<file path="src/rtl/can_crc.sv">
// CAN frame CRC-15 generator/checker.
// Serial MSB-first LFSR, one bit absorbed per enabled clock.
module can_crc #(
  parameter int unsigned             CRC_WIDTH = 15,
  parameter logic [CRC_WIDTH-1:0]    CRC_POLY  = 15'h4599,
  parameter logic [CRC_WIDTH-1:0]    CRC_INIT  = 15'h0000
) (
  input  logic                 clk,
  input  logic                 n_rst,
  input  logic                 crc_en,
  input  logic                 data,
  output logic [CRC_WIDTH-1:0] crc_out
);

  logic [CRC_WIDTH-1:0] crc;
  logic [CRC_WIDTH-1:0] crc_nxt;
  logic                 fb;

  // feedback bit and next register value; the shifted-out MSB is dropped
  always_comb begin
    fb      = data ^ crc[CRC_WIDTH-1];
    crc_nxt = {crc[CRC_WIDTH-2:0], 1'b0};
    if (fb) begin
      crc_nxt = crc_nxt ^ CRC_POLY;
    end
  end

  // register: sync reset wins, otherwise shift only when enabled
  always_ff @(posedge clk) begin
    if (!n_rst) begin
      crc <= CRC_INIT;
    end else if (crc_en) begin
      crc <= crc_nxt;
    end
  end

  assign crc_out = crc;

endmodule

</file>
<file path="config.mk">
export PLATFORM = sky130hd
export DESIGN_NAME = can_crc
export DESIGN_NICKNAME = d
export VERILOG_FILES = /design/src/rtl/can_crc.sv
export SDC_FILE = /design/constraint.sdc
export NUM_CORES = 1
export LEC_CHECK = 0
export CAP_MARGIN = 20
export CORE_AREA = 3 3 50 52
export CTS_CLUSTER_DIAMETER = 120
export CTS_CLUSTER_SIZE = 30
export DETAILED_ROUTE_END_ITERATION = 6
export DIE_AREA = 0 0 53 55
export GPL_TIMING_DRIVEN = 0
export PLACE_DENSITY_LB_ADDON = 0.08
export SETUP_SLACK_MARGIN = 0.02
export SLEW_MARGIN = 30
export SYNTH_ARGS = -nofsm -noshare
export SYNTH_HDL_FRONTEND = slang
export SYNTH_SLANG_ARGS = --single-unit
</file>
<file path="constraint.sdc">
create_clock -name clk -period 1.2 [get_ports clk]
set_clock_uncertainty 0.15 [all_clocks]
set_input_delay 0.12 -clock clk [delete_from_list [all_inputs] [get_ports clk]]
set_output_delay 0.12 -clock clk [all_outputs]
set_load 0.02 [all_outputs]
</file>
After elaboration in Yosys (flattened, before gate mapping). Index checks and enable logic that the tools add are counted.

Input port bits: 4. Output and inout port bits: 15. Word-level logic and storage cells: 4. Register bits after elaboration: 15.

Bitwise logic cells: 2. Muxes and demuxes: 1.

Operators by type and width (count): 15-bit 2-to-1 mux (1); 7-bit inverter (1); 1-bit XOR (1).

Depth between registers and ports, before layout. Gate-level depths: netlist (run 1).

Depth after elaboration: 2. Depth in mapped cells: 4. Gate-level depth less buffers: 3.

Worst setup path before layout (run 1). OpenSTA, ideal clock, no wires.

Path kind: register -> register. Start: reg crc[14], in the netlist crc_out[14]. End: reg crc[4], in the netlist crc_out[4]. Arrival: 981 ps. Clock period less this slack: 1210 ps. Setup time: 79 ps. Buffers on the path: 1. Cell stages (with the launch flop): 5. Required time: 971 ps. Slack: -10 ps. Cell sequence: dfxtp_1 > xnor2_1 > buf_4 > nand4_1 > o211ai_1.

Cells in the longest elaborated chain, start to end: 2.

RTL lines: start: declaration (line 15) `logic [CRC_WIDTH-1:0] crc;`; start signal: assignment (line 33) `crc <= crc_nxt;`; 1-bit XOR (line 21) `fb = data ^ crc[CRC_WIDTH-1];`; 15-bit 2-to-1 mux (line 23) `if (fb) begin`.

No other way between the ends. A chain may end at the register's enable or synchronous reset.

Worst setup path in the final report (run 1).
Start: reg crc[11], in the netlist crc_out[11]. End: out crc_out[11].

RTL lines: end: declaration (line 12) `output logic [CRC_WIDTH-1:0] crc_out`.

No word-level cell between the ends.

==> impl_metrics.ini, run 1 <==
[run_status]
status = completed

[critical_path]
path_cells = buf_4 > buf_2
cp-endpoint = crc_out[11]
cp_data_required_time_ns = 0.93
reg2reg_to = crc_out[4]
cp-start-kind = flip-flop
slowest_delay_ns = 0.33
path_buf_inv = 2
r2r_start = crc_out[14]
criticalPathCategory = reg -> out
crit_path_top_delay_cell = dfxtp_2
arrival_ns = 0.88
rrSetupSlack_ns = 0.08
cpLargestDelayFamily = flip-flops
cp_max_fo = 3
r2r.worst_path.cells = 4
cp.depth = 2
worstSetupStartpoint = crc_out[11]
endpoint_kind = output pin

[pwr]
p_per_area_nw_per_um2 = 1140
power_frac_comb_pct = 23.4
swShare_pct = 28.5
p_clk_share_pct = 26.4
power.switching_uw = 318
p_int_uw = 798
vdd_ir_drop_max_uv = 625
static-leakage-power_uw = 0.000445
power.total_uw = 1120
power_frac_seq_pct = 50.2

[die]
die_y_um = 55
core-area_um2 = 2150
num_rows = 17
io_pins = 19
die_w_um = 53
die_area_um2 = 2920
initial_core_util_pct = 34.4

[grt]
grt_use_total_pct = 12.7
grt_pass1_vias = 546
grt-ovfl-total = 0
antenna_found_initial = 0
grt_max_degree = 11
grt_pass1_wl_um = 2620

[synthesis]
syn_avg_cell_area_um2 = 9.98
synthCells = 74
synth-seq-cells = 15
seq_area_frac_synth_pct = 40.7
synth_area_um2 = 738
synth_warnings = 0
synth_nets = 78
synth_cell_types = 15

[timing]
worstMarginPinSlew_ns = 0.254
fin_ws_ns = 0.0531
slew_viol_final = 0
max_slew_margin_pct = 83.1
finalSetupViolCount = 0
whs_ns = 0.0103
period_share_pct = 95.6
rsz0062_at_grt = yes
fin_crit_ns = 1.15
report.final.hold_viol_count = 0
timing.fmax_mhz = 872

[detailed_routing]
wirelength_um = 1530
wl_per_cell_um = 12.3
ant_nets = 0
route.detailed.drc = 0
vias = 571
dr.pass1.iters = 4
drt_iter0_drc = 4
via_per_inst = 4.60

[clock_tree]
insertion_delay_ns = 0.29
h-tree-depth = 1
cts_tree = yes
ctsRootBufferMaster = clkbuf_4
clkTransAtPathRegs_ns = 0.09
cts.sinks = 15
ctsHoldBuffers = 0
numCtsBuffers = 3
clock_path_buffers = 2

[finish]
nets = 101
antennaDiodeCount = 0
area_delta_synth_final_pct = 32.2
largest_register_ffs = 15
drive_gt1_share_pct = 46.9
stdcell_area_um2 = 976

[placement]
dp_hpwl_um = 993
io_buffers = 16
place_congestion = 0.754
place_area_um2 = 935
dp_slack_ns = -0.239

[worst_hold_path]
hp-class = in -> reg

[job]
maxCapViolCount = 0
[per-stage QoR]
stage	cells	util (%)	setup TNS, ns
4_1_cts	123	42.3	0
2_1_floorplan	74	-	0
3_3_place_gp	118	43.5	-2.42
3_5_place_dp	118	43.5	-2.45
5_1_grt	124	45.4	0
6_report	124	45.4	0
[tightest hold or removal path, delay by kind of cell]
kind | cells | cell delay, ns
buf+inv | 1 | 0.15
mux | 1 | 0.06
simple gates | 1 | 0.08
[cell families (layout without fill, tap and decap cells)]
| group | count (synthesis) | after routing | synth area share [%] |
|---|---|---|---|
| and+or+nand+nor | 27 | 27 | 23.6 |
| DFF | 15 | 15 | 40.7 |
| buffers and inverters | 15 | 37 | 14.7 |
| muxes | 9 | 9 | 12.2 |
| AOI/OAI and AO/OA | 6 | 6 | 6.44 |
| xor gates and xnor gates | 2 | 2 | 2.37 |
[worst min-delay path by stage]
stage	startpoint	end	slack, ns	cells past startpoint
after global routing	n_rst	crc_out[14]	0.05	3
after floorplan	data	crc_out[14]	0.19	3
final	n_rst	crc_out[14]	0.01	3
after detailed placement	n_rst	crc_out[14]	0.32	3
after global placement	n_rst	crc_out[14]	0.30	3
after CTS	n_rst	crc_out[14]	0.008	3
[synth_stat cells]
cell type,number,area (um2)
nand3b_1,10,75.1
mux2i_1,9,90.1
clkbuf_2,1,5.00
nand4_1,5,31.3
xnor2_1,1,8.76
nand2_1,3,11.3
nand2b_1,1,6.26
o211ai_1,5,37.5
dfxtp_1,15,300
o211a_1,1,10.0
nor2b_1,8,50.1
buf_6,1,11.3
buf_4,11,82.6
buf_2,2,10.0
xor2_1,1,8.76
[per-layer routing]
layer | track usage [%] | vias up | wire, um
met2 | 19.0 | 13 | 636
met4 | 8.94 | 0 | 40
met5 | 0 | - | 0
met1 | 16.4 | 258 | 778
li1 | - | 296 | -
met3 | 2.41 | 4 | 72
[area by class of cell]
class                           instances  area, um2
Tap cell                               28       35.0
Timing Repair Buffer                   18        144
Fill cell                             229       1170
Clock buffer                            4       26.3
Multi-Input combinational cell         44        348
Buffer                                 15        109
Sequential cell                        15        314
[cell usage in the layout, fill, tap and decap left out]
| cell type | count |
|---|---|
| xnor2_4 | 1 |
| o211a_1 | 1 |
| nand2b_1 | 1 |
| dfxtp_2 | 8 |
| nor2b_1 | 8 |
| mux2i_1 | 9 |
| clkbuf_4 | 3 |
| buf_2 | 11 |
| dlymetal6s2s_1 | 1 |
| buf_4 | 12 |
| nand4_1 | 5 |
| clkbuf_2 | 1 |
| dfxtp_1 | 6 |
| clkbuf_1 | 1 |
| o211ai_1 | 5 |
| buf_6 | 8 |
| nand3b_1 | 10 |
| nand2_1 | 3 |
| xor2_1 | 1 |
| dfxtp_4 | 1 |
[power by group through the flow]
stage | Sequential, uW | Combinational, uW | Clock [uW]
after floorplan | 576 | 151 | 0
after global placement | 567 | 246 | 0
after detailed placement | 567 | 248 | 0
after CTS | 559 | 229 | 307
after global routing | 566 | 284 | 322
final | 559 | 261 | 295
[repair_timing]
item	in CTS	in global routing
resized for setup	70	17
pin swaps	0	1
gates cloned	1	0
setup endpoints to repair	18	12
setup buffers	0	1
No activity file was read; power rests on OpenSTA's default activity.
==> run 2: changes to the inputs <==
clock period = 1.5 ns   (was 1.2 ns; I/O delays follow)
==> impl_metrics.ini, run 2 (synthesis gave the netlist of run 1 again) <==
[placement]
io_buffers = 16
place_congestion = 0.706
placed_cells = 118
dp_hpwl_um = 1020

[die]
num_rows = 17
initial_core_util_pct = 34.4
io_pins = 19
die_w_um = 53
die_y_um = 55
die_area_um2 = 2920
core-area_um2 = 2150

[clock_tree]
numCtsBuffers = 3
insertion_delay_ns = 0.27
clock_path_buffers = 2
ctsHoldBuffers = 0
h-tree-depth = 1
post_cts_resized = 15
cts_tree = yes
cts.sinks = 15
clkTransAtPathRegs_ns = 0.09
post_cts_buffers = 0
ctsRootBufferMaster = clkbuf_4

[pwr]
power.total_uw = 848
static-leakage-power_uw = 0.000446
vdd_ir_drop_max_uv = 597
p_per_area_nw_per_um2 = 902

[critical_path]
slowest_delay_ns = 0.37
criticalPathCategory = reg -> out
cp-start-kind = flip-flop
cp_data_required_time_ns = 1.20
crit_path_top_delay_cell = dfxtp_1
path_cells = buf_4 > dlygate4sd2_1
cp_max_fo = 3
endpoint_kind = output pin
arrival_ns = 1.08

[worst_hold_path]
hp-class = in -> reg

[grt]
grt_max_degree = 11
grt_use_total_pct = 12.8
antenna_found_initial = 0
grt_pass1_wl_um = 2640
grtUsageMet2_pct = 20.2
use_met3_pct = 4.83
grt_pass1_vias = 537
busiest_layer = met2
grt_use_met1_pct = 16.7
grt-ovfl-total = 0

[detailed_routing]
dr.pass1.iters = 3
vias = 580
ant_nets = 0
via_per_inst = 4.75
wirelength_um = 1470
wl_per_cell_um = 12.1
route.detailed.drc = 0
drt_iter0_drc = 3

[timing]
worstMarginPinSlew_ns = 0.213
whs_ns = 0.0503
slew_viol_final = 0
max_slew_margin_pct = 85.8
period_share_pct = 91.7
setup-tns-final_ns = 0
rsz0062_at_grt = no
finalSetupViolCount = 0
fin_crit_ns = 1.38
timing.fmax_mhz = 727
report.final.hold_viol_count = 0

[run_status]
status = completed

[finish]
stdcell_count = 122
largest_register_ffs = 15
area_delta_synth_final_pct = 27.5
final_cell_mix = 15 x dfxtp_1, 15 x dlygate4sd2_1, 11 x buf_4
antennaDiodeCount = 0
fillCellCount = 223
nets = 99
drive_gt1_share_pct = 19.1
final_util_pct = 43.8

[job]
maxCapViolCount = 0
## run 2: cell count changes in the layout (fill, tap and decap cells not counted), sizes merged
cell / delta
buf: -17
dlymetal6s2s: -1
clkdlybuf4s50: +1
dlygate4sd2: +15
## run 2: final timing paths
kind              slack [ns]        start  cells after the start           to
setup / recovery        0.12  crc_out[12]                      2  crc_out[12]
hold / removal          0.05        n_rst                      3  crc_out[14]
setup reg to reg        0.31  crc_out[14]                      4  crc_out[10]
hold reg to reg         0.36  crc_out[14]                      2  crc_out[14]
## run 2: area by class of cell
| cell class | count | area, um2 | area share [%] |
|---|---|---|---|
| multi-input combinational | 44 | 329 | 35.0 |
| sequential | 15 | 300 | 31.9 |
| buffer | 15 | 109 | 11.6 |
| clock buffer | 4 | 26.3 | 2.79 |
| timing repair buffer | 16 | 141 | 15.0 |
| tap | 28 | 35.0 | 3.72 |
## run 2: stage by stage
step,area [um2],setup slack [ns]
after global routing,941,0.0562
after detailed placement,933,0.0141
after CTS,941,0.103
final,941,0.124
after global placement,933,0.0339
after floorplan,738,0.290
## run 2: per-layer routing
metal | vias up | share of wire (%) | wire (um)
li1 | 291 | - | -
met1 | 275 | 47 | 688
met2 | 12 | 47 | 695
met3 | 2 | 4.9 | 72
met4 | 0 | 1.0 | 15
met5 | - | 0 | 0
## run 2: where the power goes
group / switching (uW) / internal (uW) / leakage (uW)
registers: 20.0 / 423 / 0.000123
logic: 90.4 / 87.8 / 0.000308
clock network: 124 / 103 / 0.0000150
## run 2: worst max-delay path, delay by kind of cell, from the launching register on
kind	cells	cell delay [ns]
flops	1	0.37
buf+inv	2	0.43
==> run 3: changes to the inputs <==
GPL_ROUTABILITY_DRIVEN = 0   (was default)
SLEW_MARGIN = 10   (was 30)
clock period = 1.7 ns   (was 1.5 ns; I/O delays follow)
==> impl_metrics.ini, run 3 (synthesis gave the netlist of run 1 again) <==
[run_status]
status = completed

[detailed_routing]
drt_iter0_drc = 4
vias = 577
route.detailed.drc = 0
dr.pass1.iters = 3
ant_nets = 0
via_per_inst = 4.73
wirelength_um = 1490
wl_per_cell_um = 12.2

[die]
die_y_um = 55
num_rows = 17
initial_core_util_pct = 34.4
io_pins = 19
die_w_um = 53
die_area_um2 = 2920
core-area_um2 = 2150

[critical_path]
crit_path_top_delay_cell = clkdlybuf4s50_1
cp-start-kind = flip-flop
slowest_delay_ns = 0.62
path_buf_inv = 1
cpLargestDelayFamily = buffers and inverters
path_cells = clkdlybuf4s50_1
criticalPathCategory = reg -> out
endpoint_kind = output pin
arrival_ns = 1.28
cp_max_fo = 4
cp_data_required_time_ns = 1.38

[pwr]
p_per_area_nw_per_um2 = 783
vdd_ir_drop_max_uv = 533
static-leakage-power_uw = 0.000512
power.total_uw = 762

[clock_tree]
insertion_delay_ns = 0.28
clock_path_buffers = 2
ctsHoldBuffers = 0
clkTransAtPathRegs_ns = 0.09
cts.sinks = 15
cts_tree = yes
h-tree-depth = 1
post_cts_buffers = 0
ctsRootBufferMaster = clkbuf_4
numCtsBuffers = 3

[grt]
grt-ovfl-total = 0
grt_pass1_wl_um = 2640
grt_pass1_vias = 538
grt_use_total_pct = 12.8
grt_max_degree = 11
antenna_found_initial = 0

[timing]
max_slew_margin_pct = 84.9
finalSetupViolCount = 0
timing.fmax_mhz = 624
rsz0062_at_grt = no
period_share_pct = 94.3
worstMarginPinSlew_ns = 0.226
setup-tns-final_ns = 0
slew_viol_final = 0
whs_ns = 0.0680
fin_crit_ns = 1.60
report.final.hold_viol_count = 0

[finish]
layout_commonest_cell = dfxtp_1
area_delta_synth_final_pct = 31.9
largest_register_ffs = 15
stdcell_area_um2 = 973
final_util_pct = 45.3
antennaDiodeCount = 0
nets = 99
final_cell_mix = 15 x dfxtp_1, 11 x buf_4, 10 x nand3b_1
drive_gt1_share_pct = 19.1

[job]
maxCapViolCount = 0

[placement]
io_buffers = 16
place_area_um2 = 933
dp_hpwl_um = 1020

[worst_hold_path]
hp-class = in -> reg
[run 3: changes by cell type in the layout (fill, tap and decap cells not counted)]
cell             previous run  this run
dlygate4sd2_1              15         3
clkdlybuf4s50_1             1         6
dlymetal6s2s_1              0         7
[run 3: per-layer routing]
metal	vias up	share of wire, %	wire length [um]	GRT usage, %
met5	-	0	0	0
met4	0	1.0	15	2.55
met3	2	5.8	86	4.83
met2	12	46	689	20.2
met1	272	47	703	16.7
li1	291	-	-	-
[run 3: metrics by stage]
stage / cells / worst slack, ns
final: 122 / 0.0971
after global routing: 122 / 0.0356
after CTS: 122 / 0.0227
after detailed placement: 118 / 0.194
after global placement: 118 / 0.214
after floorplan: 74 / 0.490
[run 3: power by group]
part	internal [uW]	switching (uW)
clock network	91.0	113
logic	86.7	80.2
registers	373	18.0
[run 3: layout make-up]
cell class | count | area (um2)
buffer | 15 | 109
timing repair buffer | 16 | 174
multi-input combinational | 44 | 329
clock buffer | 4 | 26.3
tap | 28 | 35.0
fill | 211 | 1170
sequential | 15 | 300
[run 3: worst paths after layout]
check               from     endpoint  slack [ns]  depth (start not counted)
min                n_rst  crc_out[14]        0.07                          3
min reg2reg  crc_out[14]  crc_out[14]        0.36                          2
max reg2reg  crc_out[14]  crc_out[10]        0.51                          4
max           crc_out[2]   crc_out[2]         0.1                          1
[run 3: what timing repair did]
action / in CTS / in global routing
resized for setup: 3 / 7
pin swaps: 0 / 0
setup endpoints to repair: 3 / 7
